### config.mk
export PLATFORM = sky130hd
export DESIGN_NAME = terminal_writer
export DESIGN_NICKNAME = d
export VERILOG_FILES = /design/src/rtl/terminal_writer.sv
export SDC_FILE = /design/constraint.sdc
export NUM_CORES = 1
export LEC_CHECK = 0
export CORE_MARGIN = 8
export CORE_UTILIZATION = 40
export CTS_BUF_LIST = sky130_fd_sc_hd__clkbuf_4
export DETAILED_ROUTE_END_ITERATION = 6
export PLACE_DENSITY = 0.67
export SYNTH_ARGS = -nofsm -noshare
export SYNTH_HDL_FRONTEND = slang
export SYNTH_SLANG_ARGS = --single-unit
### constraint.sdc
create_clock -name clk -period 4.5 [get_ports clk]
set_input_delay 0.675 -clock clk [delete_from_list [all_inputs] [get_ports clk]]
set_output_delay 0.675 -clock clk [all_outputs]
set_load 0.005 [all_outputs]
### src/rtl/terminal_writer.sv
// Writer side of the display RAM. It turns an ASCII stream into RAM writes, tracks the cursor,
// and scrolls by rotating top_row rather than copying rows.
module terminal_writer #(
  parameter int         COLS  = 40,
  parameter int         ROWS  = 24,
  parameter logic [5:0] BLANK = 6'h20
) (
  input  logic        clk,
  input  logic        reset,
  input  logic        char_valid,
  input  logic [6:0]  char_in,
  output logic        char_ready,
  input  logic        clr_screen,
  output logic [10:0] write_addr,
  output logic        w_en,
  output logic [5:0]  dout,
  output logic [5:0]  cursor_x,
  output logic [4:0]  cursor_y,
  output logic [4:0]  top_row,
  output logic        busy
);

  localparam logic [1:0] S_IDLE       = 2'd0;
  localparam logic [1:0] S_WRITE      = 2'd1;
  localparam logic [1:0] S_CLEAR_LINE = 2'd2;
  localparam logic [1:0] S_CLEAR_ALL  = 2'd3;

  localparam logic [5:0]  LAST_COL  = 6'(COLS - 1);
  localparam logic [4:0]  LAST_ROW  = 5'(ROWS - 1);
  localparam logic [10:0] LAST_ADDR = 11'(COLS * ROWS - 1);

  logic [1:0]  state_q, state_d;
  logic [5:0]  col_q, col_d;
  logic [4:0]  row_q, row_d;
  logic [4:0]  top_q, top_d;
  logic [5:0]  cnt_q, cnt_d;
  logic        pend_q, pend_d;
  logic [10:0] addr_q, addr_d;
  logic        w_en_q, w_en_d;
  logic [5:0]  dout_q, dout_d;
  logic        ready_q, ready_d;
  logic        busy_q, busy_d;

  logic       accept, is_cr, is_print, newline, start_clear;
  logic [5:0] code;

  // First RAM address of the logical row, after rotating by top_row.
  function automatic logic [10:0] row_base(input logic [4:0] top, input logic [4:0] row);
    logic [5:0] sum;
    sum = {1'b0, top} + {1'b0, row};
    if (sum >= 6'(ROWS)) sum = sum - 6'(ROWS);
    return 11'(sum) * 11'(COLS);
  endfunction

  // A clear request in the same cycle withdraws the offer, so a char is never lost to a clear.
  assign char_ready = ready_q & ~clr_screen;
  assign accept     = char_valid & char_ready;
  assign is_cr      = (char_in == 7'h0D);
  assign is_print   = (char_in >= 7'h20) && (char_in <= 7'h7E);
  // Lowercase folding drops bit 5; on the 0x20..0x5F range the low six bits pass through.
  assign code       = {char_in[5] & ~char_in[6], char_in[4:0]};

  always_comb begin
    // NOTE: every signal driven here gets a default first, so no path can infer a latch.
    state_d     = state_q;
    col_d       = col_q;
    row_d       = row_q;
    top_d       = top_q;
    cnt_d       = cnt_q;
    pend_d      = pend_q;
    addr_d      = addr_q;
    dout_d      = dout_q;
    w_en_d      = 1'b0;
    newline     = 1'b0;
    start_clear = 1'b0;

    case (state_q)
      S_IDLE: begin
        if (clr_screen || pend_q) begin
          start_clear = 1'b1;
        end else if (accept) begin
          if (is_print) begin
            state_d = S_WRITE;
            w_en_d  = 1'b1;
            addr_d  = row_base(top_q, row_q) + 11'(col_q);
            dout_d  = code;
          end else if (is_cr) begin
            newline = 1'b1;
          end
        end
      end
      S_WRITE: begin
        state_d = S_IDLE;
        if (col_q == LAST_COL) newline = 1'b1;
        else                   col_d   = col_q + 6'd1;
      end
      S_CLEAR_LINE: begin
        if (cnt_q == LAST_COL) begin
          state_d = S_IDLE;
        end else begin
          cnt_d  = cnt_q + 6'd1;
          w_en_d = 1'b1;
          addr_d = addr_q + 11'd1;
          dout_d = BLANK;
        end
      end
      default: begin
        if (clr_screen) begin
          start_clear = 1'b1;
        end else if (!w_en_q) begin
          // First cycle after reset: nothing written yet, begin at address 0.
          w_en_d = 1'b1;
          addr_d = 11'd0;
          dout_d = BLANK;
        end else if (addr_q == LAST_ADDR) begin
          state_d = S_IDLE;
        end else begin
          w_en_d = 1'b1;
          addr_d = addr_q + 11'd1;
          dout_d = BLANK;
        end
      end
    endcase

    if (newline) begin
      col_d = 6'd0;
      if (row_q != LAST_ROW) begin
        row_d = row_q + 5'd1;
      end else begin
        top_d   = (top_q == LAST_ROW) ? 5'd0 : top_q + 5'd1;
        state_d = S_CLEAR_LINE;
        cnt_d   = 6'd0;
        w_en_d  = 1'b1;
        addr_d  = row_base(top_d, LAST_ROW);
        dout_d  = BLANK;
      end
    end

    if (clr_screen && (state_q == S_WRITE || state_q == S_CLEAR_LINE)) pend_d = 1'b1;

    if (start_clear) begin
      state_d = S_CLEAR_ALL;
      pend_d  = 1'b0;
      top_d   = 5'd0;
      col_d   = 6'd0;
      row_d   = 5'd0;
      w_en_d  = 1'b1;
      addr_d  = 11'd0;
      dout_d  = BLANK;
    end

    ready_d = (state_d == S_IDLE) && !pend_d;
    busy_d  = (state_d != S_IDLE);
  end

  always_ff @(posedge clk) begin
    // NOTE: state registers use non-blocking assignments so every flop samples pre-edge values.
    if (reset) begin
      state_q <= S_CLEAR_ALL;
      col_q   <= 6'd0;
      row_q   <= 5'd0;
      top_q   <= 5'd0;
      cnt_q   <= 6'd0;
      pend_q  <= 1'b0;
      addr_q  <= 11'd0;
      w_en_q  <= 1'b0;
      dout_q  <= BLANK;
      ready_q <= 1'b0;
      busy_q  <= 1'b1;
    end else begin
      state_q <= state_d;
      col_q   <= col_d;
      row_q   <= row_d;
      top_q   <= top_d;
      cnt_q   <= cnt_d;
      pend_q  <= pend_d;
      addr_q  <= addr_d;
      w_en_q  <= w_en_d;
      dout_q  <= dout_d;
      ready_q <= ready_d;
      busy_q  <= busy_d;
    end
  end

  assign write_addr = addr_q;
  assign w_en       = w_en_q;
  assign dout       = dout_q;
  assign cursor_x   = col_q;
  assign cursor_y   = row_q;
  assign top_row    = top_q;
  assign busy       = busy_q;

endmodule

==> tab_implementation.tex, run 1 <==
\begin{tabular}{lr}
\hline
Metric & Value \\
\hline
\multicolumn{2}{l}{\textbf{Run status}} \\
Run status & finished, final reports clean \\
\multicolumn{2}{l}{\textbf{Timing}} \\
Peak Freq & $\sim$230 MHz \\
Post-route minimum period & about 4400 ps \\
Number of pins with negative max-slew slack in the final report & 0 \\
Share of the clock period used by the worst path after layout & 0.971 \\
Final hold violation count & 0 \\
Clk\_skew & 20.8 ps \\
Setup slack after layout & approximately 130 ps \\
Final hold slack & 490 ps \\
Slew margin rel. & 0.428 \\
Number of endpoints failing setup at the final stage & 0 \\
Slew at the pin closest to its max-slew limit & around 860 ps \\
\multicolumn{2}{l}{\textbf{Clock network}} \\
Clock tree from TritonCTS & done \\
CTS buffer count & 5 \\
Clock latency of the later-clocked register in the worst-skew pair & about 380 ps \\
Level count of the clock H-tree & 2 \\
Clk sinks & 45 \\
Root buffer cell & sky130\_fd\_sc\_hd\_\_clkbuf\_4 \\
Clock transition at the registers of the reported paths & about 150 ps \\
Clock tree buffer depth & 2 \\
\multicolumn{2}{l}{\textbf{Synth}} \\
Mean cell area of the mapped netlist & $\sim$8.0 um\^{}2 \\
Portion of synthesized cell area occupied by the leading cell type & 0.249 \\
Top cells by area in the synthesized netlist & sky130\_fd\_sc\_hd\_\_dfxtp\_1 (25\%), sky130\_fd\_sc\_hd\_\_ha\_1 (12\%), sky130\_fd\_sc\_hd\_\_a21oi\_1 (5.7\%), sky130\_fd\_sc\_hd\_\_xnor2\_1 (5.3\%), sky130\_fd\_sc\_hd\_\_nor2\_1 (5.1\%) \\
Most used DFF post-synth & sky130\_fd\_sc\_hd\_\_dfxtp\_1 \\
Proportion of register bits with asynchronous set or reset after synthesis & 0 \\
Count of yosys warnings during synthesis & 0 \\
Total nets after synthesis & 501 \\
Post-synthesis cell type with the largest combined area & sky130\_fd\_sc\_hd\_\_dfxtp\_1 \\
Area of the mapped netlist & roughly 0.0036 mm\^{}2 \\
Synth cell types & 63 \\
Fraction of the yosys area taken by sequential cells & 0.249 \\
Number of enable-type register cells in the synthesized netlist & 0 \\
Instance count of the mapped netlist & 450 \\
Seq cells post-synth & 45 \\
\multicolumn{2}{l}{\textbf{Global route}} \\
Number of global-route vias before repair & approximately 3300 \\
Wire length of the first global-routing pass & around 16 mm \\
GRT Total Usage & 0.157 \\
GRT overflow & 0 \\
Initial antenna violation count & 0 \\
Pin count of the biggest net entering global routing & 25 \\
\multicolumn{2}{l}{\textbf{Run}} \\
Max Cap Viol & 0 \\
\multicolumn{2}{l}{\textbf{Critical path}} \\
Crit path DAT & 4600 ps \\
Type of destination of the critical path & flop \\
Required time at the endpoint of the critical path & approximately 4700 ps \\
Highest cell delay on the worst timing path & around 400 ps \\
Type of the worst setup path & flop to flop \\
Critical Path Fanout Max & 4 \\
Slowest CP cell & sky130\_fd\_sc\_hd\_\_or3b\_4 \\
Crit path cell chain & ha\_4, inv\_2, fa\_2, nand2b\_4, a21oi\_4, xor2\_2, ha\_2, a211oi\_1, o21ai\_1, o21ba\_4, o2bb2ai\_4, ha\_1, ha\_4, xor2\_4, or3b\_4, nor4\_4, xor2\_1, xnor2\_1, a221oi\_1, a211oi\_1 \\
Kind of launch point of the worst setup path & flop \\
\multicolumn{2}{l}{\textbf{Cells and area}} \\
Final \#Nets & 550 \\
Final antenna diode count & 0 \\
Area of the multi-input gates & between 0.002 and 0.003 mm\^{}2 \\
Commonest non-fill, non-tap cell in the layout & sky130\_fd\_sc\_hd\_\_nor2\_1 \\
Synth-to-Final Area Change & 23.6\% \\
Proportion of layout cells with a drive suffix above 1 & 0.108 \\
Footprint of the flip-flops and latches & slightly above 900 um\^{}2 \\
Most used cells in the layout excluding fill and tap cells & sky130\_fd\_sc\_hd\_\_nor2\_1 (49), sky130\_fd\_sc\_hd\_\_clkdlybuf4s50\_1 (46), sky130\_fd\_sc\_hd\_\_dfxtp\_1 (41) \\
Fill cells & 800 \\
Final core utilization & 0.512 \\
\multicolumn{2}{l}{\textbf{Floorplan}} \\
Ports & 47 \\
Die Span Y & between 100 and 150 um \\
Core area & slightly below 0.009 mm\^{}2 \\
Std-Cell Rows & 34 \\
Full die area & roughly 0.012 mm\^{}2 \\
Die width & 111 um \\
Initial Utilization & 0.414 \\
\multicolumn{2}{l}{\textbf{Placement}} \\
Final weighted congestion of routability-driven global placement & approximately 0.93 \\
Post-Place Setup Slack & -52.3 ps \\
Half-perimeter wire length after placement & around 7.5 mm \\
Input/output buffers & 46 \\
\multicolumn{2}{l}{\textbf{Routing}} \\
WL final & roughly 10 mm \\
Routed via count & about 3500 \\
Number of DRC markers after the initial detailed-route iteration & around 230 \\
Average detailed-routed wire length per instance & around 17 um \\
Remaining antenna violation count after routing & 0 \\
Vias per cell & 5.75 \\
DRT Pass-1 Iters & 5 \\
DRC errors left & 0 \\
\multicolumn{2}{l}{\textbf{Pwr}} \\
Largest voltage drop on the vdd net & 155 uV \\
Power density of the placed cells & 158 mW/mm\^{}2 \\
Leakage power & approximately 1.8 nW \\
\multicolumn{2}{l}{\textbf{Worst hold path}} \\
Path category of the worst min-delay check & flop to flop \\
\hline
\end{tabular}
==> path summary, 6_finish.rpt <==
kind | from | to | slack (ps) | cells after the start
setup / recovery | cursor_y[0] | write_addr[10] | 130 | 20
hold / removal | cnt_q[1] | cnt_q[1] | 490 | 2
setup reg to reg | cursor_y[0] | write_addr[10] | 130 | 20
hold reg to reg | cnt_q[1] | cnt_q[1] | 490 | 2
==> repair_timing <==
action / 4_1_cts / 5_1_grt
setup buffers: 0 / 6
pin swaps: 2 / 16
hold buffers: 0 / 0
endpoints found under the setup margin: 1 / 2
gates resized for setup: 3 / 27
==> power breakdown <==
group / leakage (nW) / total (mW) / switching (mW) / internal, mW
registers: 0.365 / 0.402 / 0.00269 / 0.399
clock network: 0.0459 / 0.267 / 0.142 / 0.124
logic: 1.38 / 0.0377 / 0.0210 / 0.0167
==> critical path: cells and delay by family (launching register included) <==
family	cells	cell delay (ps)
AO/OA/AOI/OAI	7	1100
buffers and inverters	1	40
adder cells (fa/ha/maj)	5	1250
AND/OR/NAND/NOR	3	840
flip-flops	1	380
XOR/XNOR	4	610
==> logic make-up (layout without fill, tap and decap cells) <==
group,after synthesis,count (layout),share of synthesized area
muxes,4,4,0.0125
AOI/OAI and AO/OA,126,126,0.236
DFF,45,45,0.249
xor gates and xnor gates,36,36,0.0873
buffers and inverters,37,87,0.0409
adders and majority gates,40,40,0.147
and+or+nand+nor,162,162,0.227
==> layer usage <==
layer / global-route usage / routed length, um
met4: 0.0604 / 267
met3: 0.0357 / 702
met5: 0 / 0
met2: 0.254 / 4790
met1: 0.199 / 4540
==> state kept, by name, indices dropped and copies added (netlist names) <==
| name | flops |
|---|---|
| pend_q | 1 |
| cursor_y | 5 |
| ready_q | 1 |
| write_addr | 11 |
| dout | 6 |
| state_q | 2 |
| top_row | 5 |
| cnt_q | 6 |
| w_en | 1 |
| busy | 1 |
| cursor_x | 6 |
==> synth_stat cells, drive strengths merged (3+ instances only) <==
cell type  instances
a22oi              6
xnor2             22
ha                36
buf                7
inv               22
fa                 4
a211o              3
o22ai              4
nand4              9
mux2i              3
nor3               7
dfxtp             45
or3                3
a21o              14
o31ai              5
o21ai             18
nand3             21
nor2b              5
clkbuf             8
and2               4
xor2              14
a21oi             41
nor2              49
nor3b              3
and3               5
nand2             35
a221oi             6
nand2b             9
a211oi             9
==> stage by stage <==
stage | power [mW] | cells | area, um^2 | setup TNS [ps]
detailed placement | 0.448 | 594 | 4180 | -52.3
global route | 0.732 | 608 | 4460 | -12.4
floorplan | 0.428 | 450 | 3610 | 0
finish | 0.706 | 608 | 4460 | 0
global placement | 0.447 | 594 | 4180 | 0
CTS | 0.710 | 602 | 4280 | 0
==> cell type report <==
type / count / area share
well taps: 108 / 0.0303
clock inverters: 2 / 0.00869
flip-flops and latches: 45 / 0.203
multi-input cells: 368 / 0.608
clock buffers: 6 / 0.0101
inverters: 22 / 0.0185
repair buffers: 57 / 0.122
(Power assumes the default switching activity.)
==> run 2: changes to the inputs <==
--- a/config.mk
+++ b/config.mk
@@ -9,7 +9,7 @@
 export CORE_UTILIZATION = 40
 export CTS_BUF_LIST = sky130_fd_sc_hd__clkbuf_4
 export DETAILED_ROUTE_END_ITERATION = 6
-export PLACE_DENSITY = 0.67
+export PLACE_DENSITY = 0.65
 export SYNTH_ARGS = -nofsm -noshare
 export SYNTH_HDL_FRONTEND = slang
 export SYNTH_SLANG_ARGS = --single-unit
==> constraint.sdc (replaced) <==
create_clock -name clk -period 5 [get_ports clk]
set_input_delay 0.75 -clock clk [delete_from_list [all_inputs] [get_ports clk]]
set_output_delay 0.75 -clock clk [all_outputs]
set_load 0.005 [all_outputs]
==> tab_implementation.tex, run 2 (synthesis gave the netlist of run 1 again) <==
\begin{tabular}{lr}
\hline
Metric & Value \\
\hline
\multicolumn{2}{l}{\textbf{Run status}} \\
Run status & finished, final reports clean \\
\multicolumn{2}{l}{\textbf{Global route}} \\
GRT Total Usage & 0.159 (+0.00157) \\
Initial antenna violation count & 0 (unchanged) \\
GRT overflow & 0 (unchanged) \\
Wire length of the first global-routing pass & 16.6 mm (+1.6\%) \\
Number of global-route vias before repair & 3315 (+1.8\%) \\
Pin count of the biggest net entering global routing & 25 (unchanged) \\
\multicolumn{2}{l}{\textbf{Critical path}} \\
Worst-case reg-to-reg path depth & 20 (unchanged) \\
Source of the worst register-to-register timing path & top\_row[0] \\
Type of the worst setup path & flop to flop \\
Kind of launch point of the worst setup path & flop \\
Slowest CP cell & sky130\_fd\_sc\_hd\_\_dfxtp\_1 \\
Critical path's most frequent cell & sky130\_fd\_sc\_hd\_\_ha\_1 \\
Highest cell delay on the worst timing path & 470 ps (+60 ps) \\
Required time at the endpoint of the critical path & 5280 ps (+550 ps) \\
Crit. Startpoint & top\_row[0] \\
Type of destination of the critical path & flop \\
Crit path cell chain & ha\_1, inv\_1, fa\_1, nand2b\_1, a21oi\_1, xor2\_1, ha\_1, a211oi\_1, o21ai\_0, o21ba\_1, o2bb2ai\_1, ha\_1, ha\_1, xor2\_1, or3b\_1, nor4\_2, xor2\_1, xnor2\_1, a221oi\_1, a211oi\_1 \\
Critical Path Fanout Max & 7 (+3) \\
Crit path DAT & 4870 ps (+270 ps) \\
\multicolumn{2}{l}{\textbf{Routing}} \\
Remaining antenna violation count after routing & 0 (unchanged) \\
Vias per cell & 5.76 (+0.12\%) \\
Average detailed-routed wire length per instance & 16.6 um (-2.3\%) \\
WL final & 9.87 mm (-4.2\%) \\
Routed via count & 3431 (-1.9\%) \\
DRT Pass-1 Iters & 5 (unchanged) \\
Number of DRC markers after the initial detailed-route iteration & 216 (-4.4\%) \\
DRC errors left & 0 (unchanged) \\
\multicolumn{2}{l}{\textbf{Floorplan}} \\
Full die area & 0.0123 mm\^{}2 (unchanged) \\
Std-Cell Rows & 34 (unchanged) \\
Ports & 47 (unchanged) \\
Die width & 111 um (unchanged) \\
Initial Utilization & 0.414 (unchanged) \\
Core area & 0.00872 mm\^{}2 (unchanged) \\
Die Span Y & 111 um (unchanged) \\
\multicolumn{2}{l}{\textbf{Timing}} \\
Peak Freq & 218 MHz (-4.8\%) \\
Number of pins with negative max-slew slack in the final report & 0 (unchanged) \\
Post-route minimum period & 4590 ps (+222 ps) \\
Share of the clock period used by the worst path after layout & 0.919 (-0.0527) \\
Final hold violation count & 0 (unchanged) \\
Clk\_skew & 6.75 ps (-14.0 ps) \\
Slew margin rel. & 0.456 (+0.0280) \\
Setup repair after global routing missed its margin & false \\
Slew at the pin closest to its max-slew limit & 817 ps (-41.9 ps) \\
Sum Neg Setup Slack & 0 ps (unchanged) \\
Number of endpoints failing setup at the final stage & 0 (unchanged) \\
\multicolumn{2}{l}{\textbf{Clock network}} \\
Clock transition at the registers of the reported paths & 140 ps (about the same) \\
CTS buffer count & 5 (unchanged) \\
Root buffer cell & sky130\_fd\_sc\_hd\_\_clkbuf\_4 \\
Clk sinks & 45 (unchanged) \\
Clock tree from TritonCTS & done \\
Level count of the clock H-tree & 2 (unchanged) \\
Clock latency of the later-clocked register in the worst-skew pair & 360 ps (-20 ps) \\
CTS Hold Bufs & 0 (unchanged) \\
Buffers inserted by post-CTS timing repair & 0 (unchanged) \\
Resize count post-CTS & 0 (-3) \\
Clock tree buffer depth & 2 (unchanged) \\
\multicolumn{2}{l}{\textbf{Pwr}} \\
Leakage power & 1.72 nW (-3.9\%) \\
Overall power of the completed layout & 0.624 mW (-12\%) \\
Power density of the placed cells & 148 mW/mm\^{}2 (-6.5\%) \\
Largest voltage drop on the vdd net & 94.2 uV (-39\%) \\
\multicolumn{2}{l}{\textbf{Cells and area}} \\
Final antenna diode count & 0 (unchanged) \\
Fill cells & 856 (+7.0\%) \\
Design area & 0.00421 mm\^{}2 (-5.6\%) \\
Most used cells in the layout excluding fill and tap cells & sky130\_fd\_sc\_hd\_\_nor2\_1 (49), sky130\_fd\_sc\_hd\_\_clkdlybuf4s50\_1 (46), sky130\_fd\_sc\_hd\_\_dfxtp\_1 (45) \\
Synth-to-Final Area Change & 16.7\% \\
Proportion of layout cells with a drive suffix above 1 & 0.0389 (-0.0691) \\
Final \#Nets & 539 (-2.0\%) \\
Commonest non-fill, non-tap cell in the layout & sky130\_fd\_sc\_hd\_\_nor2\_1 \\
Flip-flop count of the largest register, all copies and words added & 11 (unchanged) \\
\multicolumn{2}{l}{\textbf{Placement}} \\
Final weighted congestion of routability-driven global placement & 0.897 (-3.6\%) \\
Cell area reported after detailed placement & 0.00414 mm\^{}2 (-0.90\%) \\
Half-perimeter wire length after placement & 7.41 mm (-0.78\%) \\
Input/output buffers & 46 (unchanged) \\
\multicolumn{2}{l}{\textbf{Worst hold path}} \\
Number of instances on the worst hold path & 2 (unchanged) \\
Path category of the worst min-delay check & flop to flop \\
Min-delay src & cnt\_q[1] \\
\multicolumn{2}{l}{\textbf{Run}} \\
Max Cap Viol & 0 (unchanged) \\
\hline
\end{tabular}
## run 2: changes by cell type in the layout (fill, tap and decap cells not counted), sizes merged
cell	delta
clkbuf	-1
buf	-11
## run 2: cell type report
cell class / instances / area (um^2) / share of cell area
well taps: 108 / 135 / 0.0321
clock buffers: 5 / 37.5 / 0.00891
flip-flops and latches: 45 / 901 / 0.214
multi-input cells: 368 / 2560 / 0.608
repair buffers: 46 / 460 / 0.109
clock inverters: 2 / 35.0 / 0.00831
inverters: 22 / 82.6 / 0.0196
## run 2: critical path, delay by kind of cell (launching register included)
family	cells	cell delay (ps)
simple gates	3	720
xor+xnor	4	680
compound gates	7	1140
flops	1	470
fa+ha+maj	5	1450
buf+inv	1	50
## run 2: where the power goes
group          switching, mW  internal, mW
combinational         0.0188        0.0145
sequential           0.00226         0.359
clock                  0.127         0.102
## run 2: metal layers
metal	vias up	share of wire	track usage
li1	1703	-	-
met4	0	0.016	0.0444
met3	12	0.051	0.0314
met2	98	0.46	0.264
met1	1618	0.47	0.203
met5	-	0	0
## run 2: worst paths after layout
kind                                  endpoint  slack (ps)
worst max-delay path            write_addr[10]         410
worst max register to register  write_addr[10]         410
worst min register to register        cnt_q[1]         490
worst min-delay path                  cnt_q[1]         490
## run 2: through the flow
| step | instances | utilization | worst slack (ps) | hold WS, ps |
|---|---|---|---|---|
| 2_1_floorplan | 450 | - | 777 | 453 |
| 3_3_place_gp | 589 | 0.475 | 584 | 467 |
| 3_5_place_dp | 589 | 0.475 | 434 | 476 |
| 4_1_cts | 596 | 0.483 | 383 | 495 |
| 5_1_grt | 596 | 0.483 | 57.6 | 526 |
| 6_report | 596 | 0.483 | 407 | 492 |
==> run 3: changes to the inputs <==
--- a/config.mk
+++ b/config.mk
@@ -6,10 +6,11 @@
 export NUM_CORES = 1
 export LEC_CHECK = 0
 export CORE_MARGIN = 8
-export CORE_UTILIZATION = 40
+export CORE_UTILIZATION = 45
 export CTS_BUF_LIST = sky130_fd_sc_hd__clkbuf_4
 export DETAILED_ROUTE_END_ITERATION = 6
-export PLACE_DENSITY = 0.65
+export PLACE_DENSITY = 0.71
+export SLEW_MARGIN = 25
 export SYNTH_ARGS = -nofsm -noshare
 export SYNTH_HDL_FRONTEND = slang
 export SYNTH_SLANG_ARGS = --single-unit
==> tab_implementation.tex, run 3 (synthesis gave the netlist of run 1 again) <==
\begin{tabular}{lr}
\hline
Metric & Value \\
\hline
\multicolumn{2}{l}{\textbf{Timing}} \\
Final hold slack & 492 ps (-0.323 ps) \\
Setup slack after layout & 372 ps (-34.7 ps) \\
Clk\_skew & 12.6 ps (+5.81 ps) \\
Peak Freq & 216 MHz (-0.75\%) \\
Setup repair after global routing missed its margin & false \\
Slew at the pin closest to its max-slew limit & 794 ps (-22.9 ps) \\
Number of endpoints failing setup at the final stage & 0 (unchanged) \\
Final hold violation count & 0 (unchanged) \\
Slew margin rel. & 0.471 (+0.0153) \\
Share of the clock period used by the worst path after layout & 0.926 (+0.00694) \\
Post-route minimum period & 4630 ps (+34.7 ps) \\
Sum Neg Setup Slack & 0 ps (unchanged) \\
Number of pins with negative max-slew slack in the final report & 0 (unchanged) \\
\multicolumn{2}{l}{\textbf{Routing}} \\
Vias per cell & 5.87 (+2.0\%) \\
WL final & 9.69 mm (-1.8\%) \\
DRT Pass-1 Iters & 5 (unchanged) \\
Average detailed-routed wire length per instance & 16.4 um (-1.2\%) \\
DRC errors left & 0 (unchanged) \\
Number of DRC markers after the initial detailed-route iteration & 209 (-3.2\%) \\
Routed via count & 3475 (+1.3\%) \\
Remaining antenna violation count after routing & 0 (unchanged) \\
\multicolumn{2}{l}{\textbf{Global route}} \\
Initial antenna violation count & 0 (unchanged) \\
GRT Total Usage & 0.170 (+0.0109) \\
Wire length of the first global-routing pass & 16.0 mm (-3.9\%) \\
Number of global-route vias before repair & 3310 (-0.15\%) \\
GRT overflow & 0 (unchanged) \\
Pin count of the biggest net entering global routing & 25 (unchanged) \\
\multicolumn{2}{l}{\textbf{Cells and area}} \\
Synth-to-Final Area Change & 16.3\% \\
Final std cells w/o fill & 592 (-0.67\%) \\
Footprint of the flip-flops and latches & 901 um\^{}2 (unchanged) \\
Fill cells & 753 (-12\%) \\
Final antenna diode count & 0 (unchanged) \\
Most used cells in the layout excluding fill and tap cells & sky130\_fd\_sc\_hd\_\_nor2\_1 (49), sky130\_fd\_sc\_hd\_\_clkdlybuf4s50\_1 (46), sky130\_fd\_sc\_hd\_\_dfxtp\_1 (45) \\
Area of the multi-input gates & 0.00256 mm\^{}2 (unchanged) \\
Commonest non-fill, non-tap cell in the layout & sky130\_fd\_sc\_hd\_\_nor2\_1 \\
Final \#Nets & 540 (+0.19\%) \\
Design area & 0.00420 mm\^{}2 (-0.33\%) \\
Flip-flop count of the largest register, all copies and words added & 11 (unchanged) \\
Proportion of layout cells with a drive suffix above 1 & 0.0429 (+0.00392) \\
Final core utilization & 0.541 (+0.0575) \\
\multicolumn{2}{l}{\textbf{Placement}} \\
Cell area reported after detailed placement & 0.00414 mm\^{}2 (unchanged) \\
Half-perimeter wire length after placement & 7.37 mm (-0.51\%) \\
Post-Place Setup Slack & 397 ps (-37.0 ps) \\
Placed cell count & 584 (-0.85\%) \\
Final weighted congestion of routability-driven global placement & 0.900 (+0.27\%) \\
Input/output buffers & 46 (unchanged) \\
\multicolumn{2}{l}{\textbf{Floorplan}} \\
Std-Cell Rows & 32 (-5.9\%) \\
Ports & 47 (unchanged) \\
Initial Utilization & 0.465 (+0.0508) \\
Full die area & 0.0111 mm\^{}2 (-9.5\%) \\
Core area & 0.00777 mm\^{}2 (-11\%) \\
Die Span Y & 106 um (-4.9\%) \\
Die width & 106 um (-4.9\%) \\
\multicolumn{2}{l}{\textbf{Clock network}} \\
Resize count post-CTS & 0 (unchanged) \\
CTS buffer count & 5 (unchanged) \\
Clock latency of the later-clocked register in the worst-skew pair & 380 ps (+20 ps) \\
Clock tree from TritonCTS & done \\
Root buffer cell & sky130\_fd\_sc\_hd\_\_clkbuf\_4 \\
Clock tree buffer depth & 2 (unchanged) \\
Clock transition at the registers of the reported paths & 150 ps (about the same) \\
Level count of the clock H-tree & 2 (unchanged) \\
CTS Hold Bufs & 0 (unchanged) \\
Clk sinks & 45 (unchanged) \\
Buffers inserted by post-CTS timing repair & 0 (unchanged) \\
\multicolumn{2}{l}{\textbf{Critical path}} \\
Category of cells accounting for the largest share of critical-path delay & adder cells \\
Required time at the endpoint of the critical path & 5240 ps (-40 ps) \\
Crit path DAT & 4870 ps (about the same) \\
Depth of the critical timing path with buffers and inverters included & 20 (unchanged) \\
Type of the worst setup path & flop to flop \\
Worst-case reg-to-reg path depth & 20 (unchanged) \\
Type of destination of the critical path & flop \\
Critical Path Fanout Max & 7 (unchanged) \\
Highest cell delay on the worst timing path & 450 ps (-20 ps) \\
Critical path's most frequent cell & sky130\_fd\_sc\_hd\_\_ha\_1 \\
Number of buffers and inverters on the critical path & 1 (unchanged) \\
Slowest CP cell & sky130\_fd\_sc\_hd\_\_dfxtp\_1 \\
Crit path cell chain & ha\_1, inv\_1, fa\_1, nand2b\_1, a21oi\_1, xor2\_1, ha\_1, a211oi\_1, o21ai\_0, o21ba\_1, o2bb2ai\_1, ha\_1, ha\_1, xor2\_1, or3b\_1, nor4\_2, xor2\_1, xnor2\_1, a221oi\_1, a211oi\_1 \\
Kind of launch point of the worst setup path & flop \\
\multicolumn{2}{l}{\textbf{Pwr}} \\
Cell Int Power & 0.430 mW (-9.6\%) \\
Power spent charging and discharging nets & 0.154 mW (+4.2\%) \\
Overall power of the completed layout & 0.585 mW (-6.3\%) \\
Largest voltage drop on the vdd net & 88.7 uV (-5.8\%) \\
Switching share of total power & 0.264 (+0.0267) \\
Clock share of power & 0.324 (-0.043) \\
Leakage power & 1.72 nW (-0.27\%) \\
Combinational Power Share & 0.057 (+0.004) \\
Power density of the placed cells & 139 mW/mm\^{}2 (-6.0\%) \\
Sequential power share & 0.619 (+0.039) \\
\multicolumn{2}{l}{\textbf{Worst hold path}} \\
Number of instances on the worst hold path & 2 (unchanged) \\
Path category of the worst min-delay check & flop to flop \\
\multicolumn{2}{l}{\textbf{Run}} \\
Max Cap Viol & 0 (unchanged) \\
\multicolumn{2}{l}{\textbf{Run status}} \\
Run status & finished, final reports clean \\
\hline
\end{tabular}
## run 3: cell types whose count changed in the layout (fill, tap and decap cells not counted), sizes merged
cell      before  now
buf            0    1
bufinv         1    0
clkinvlp       0    1
inv           22   23
## run 3: final cells by class
cell class	count	share of cell area
Clock inverter	3	0.00506
Multi-Input combinational cell	368	0.610
Inverter	22	0.0197
Timing Repair Buffer	47	0.111
Sequential cell	45	0.214
Clock buffer	5	0.00894
Tap cell	102	0.0304
## run 3: final timing paths
path               from             end  slack, ps
max reg2reg  top_row[0]  write_addr[10]        370
min            cnt_q[1]        cnt_q[1]        490
min reg2reg    cnt_q[1]        cnt_q[1]        490
max          top_row[0]  write_addr[10]        370
## run 3: layer usage
| layer | track usage | part of all wire | vias up |
|---|---|---|---|
| met5 | 0 | 0 | - |
| met1 | 0.210 | 0.46 | 1629 |
| met3 | 0.0317 | 0.054 | 21 |
| met4 | 0.0653 | 0.034 | 0 |
| li1 | - | - | 1716 |
| met2 | 0.286 | 0.45 | 109 |
## run 3: worst min-delay path: cells and delay by family (launching register included)
kind             cells  cell delay, ps
flip-flops           1             350
AND/OR/NAND/NOR      1              60
AO/OA/AOI/OAI        1              50
## run 3: power groups by stage
| stage | clock [mW] | combinational (mW) | sequential [mW] |
|---|---|---|---|
| floorplan | 0 | 0.0167 | 0.368 |
| global placement | 0 | 0.0328 | 0.369 |
| detailed placement | 0 | 0.0331 | 0.369 |
| CTS | 0.195 | 0.0333 | 0.362 |
| global route | 0.210 | 0.0363 | 0.362 |
| finish | 0.189 | 0.0334 | 0.362 |
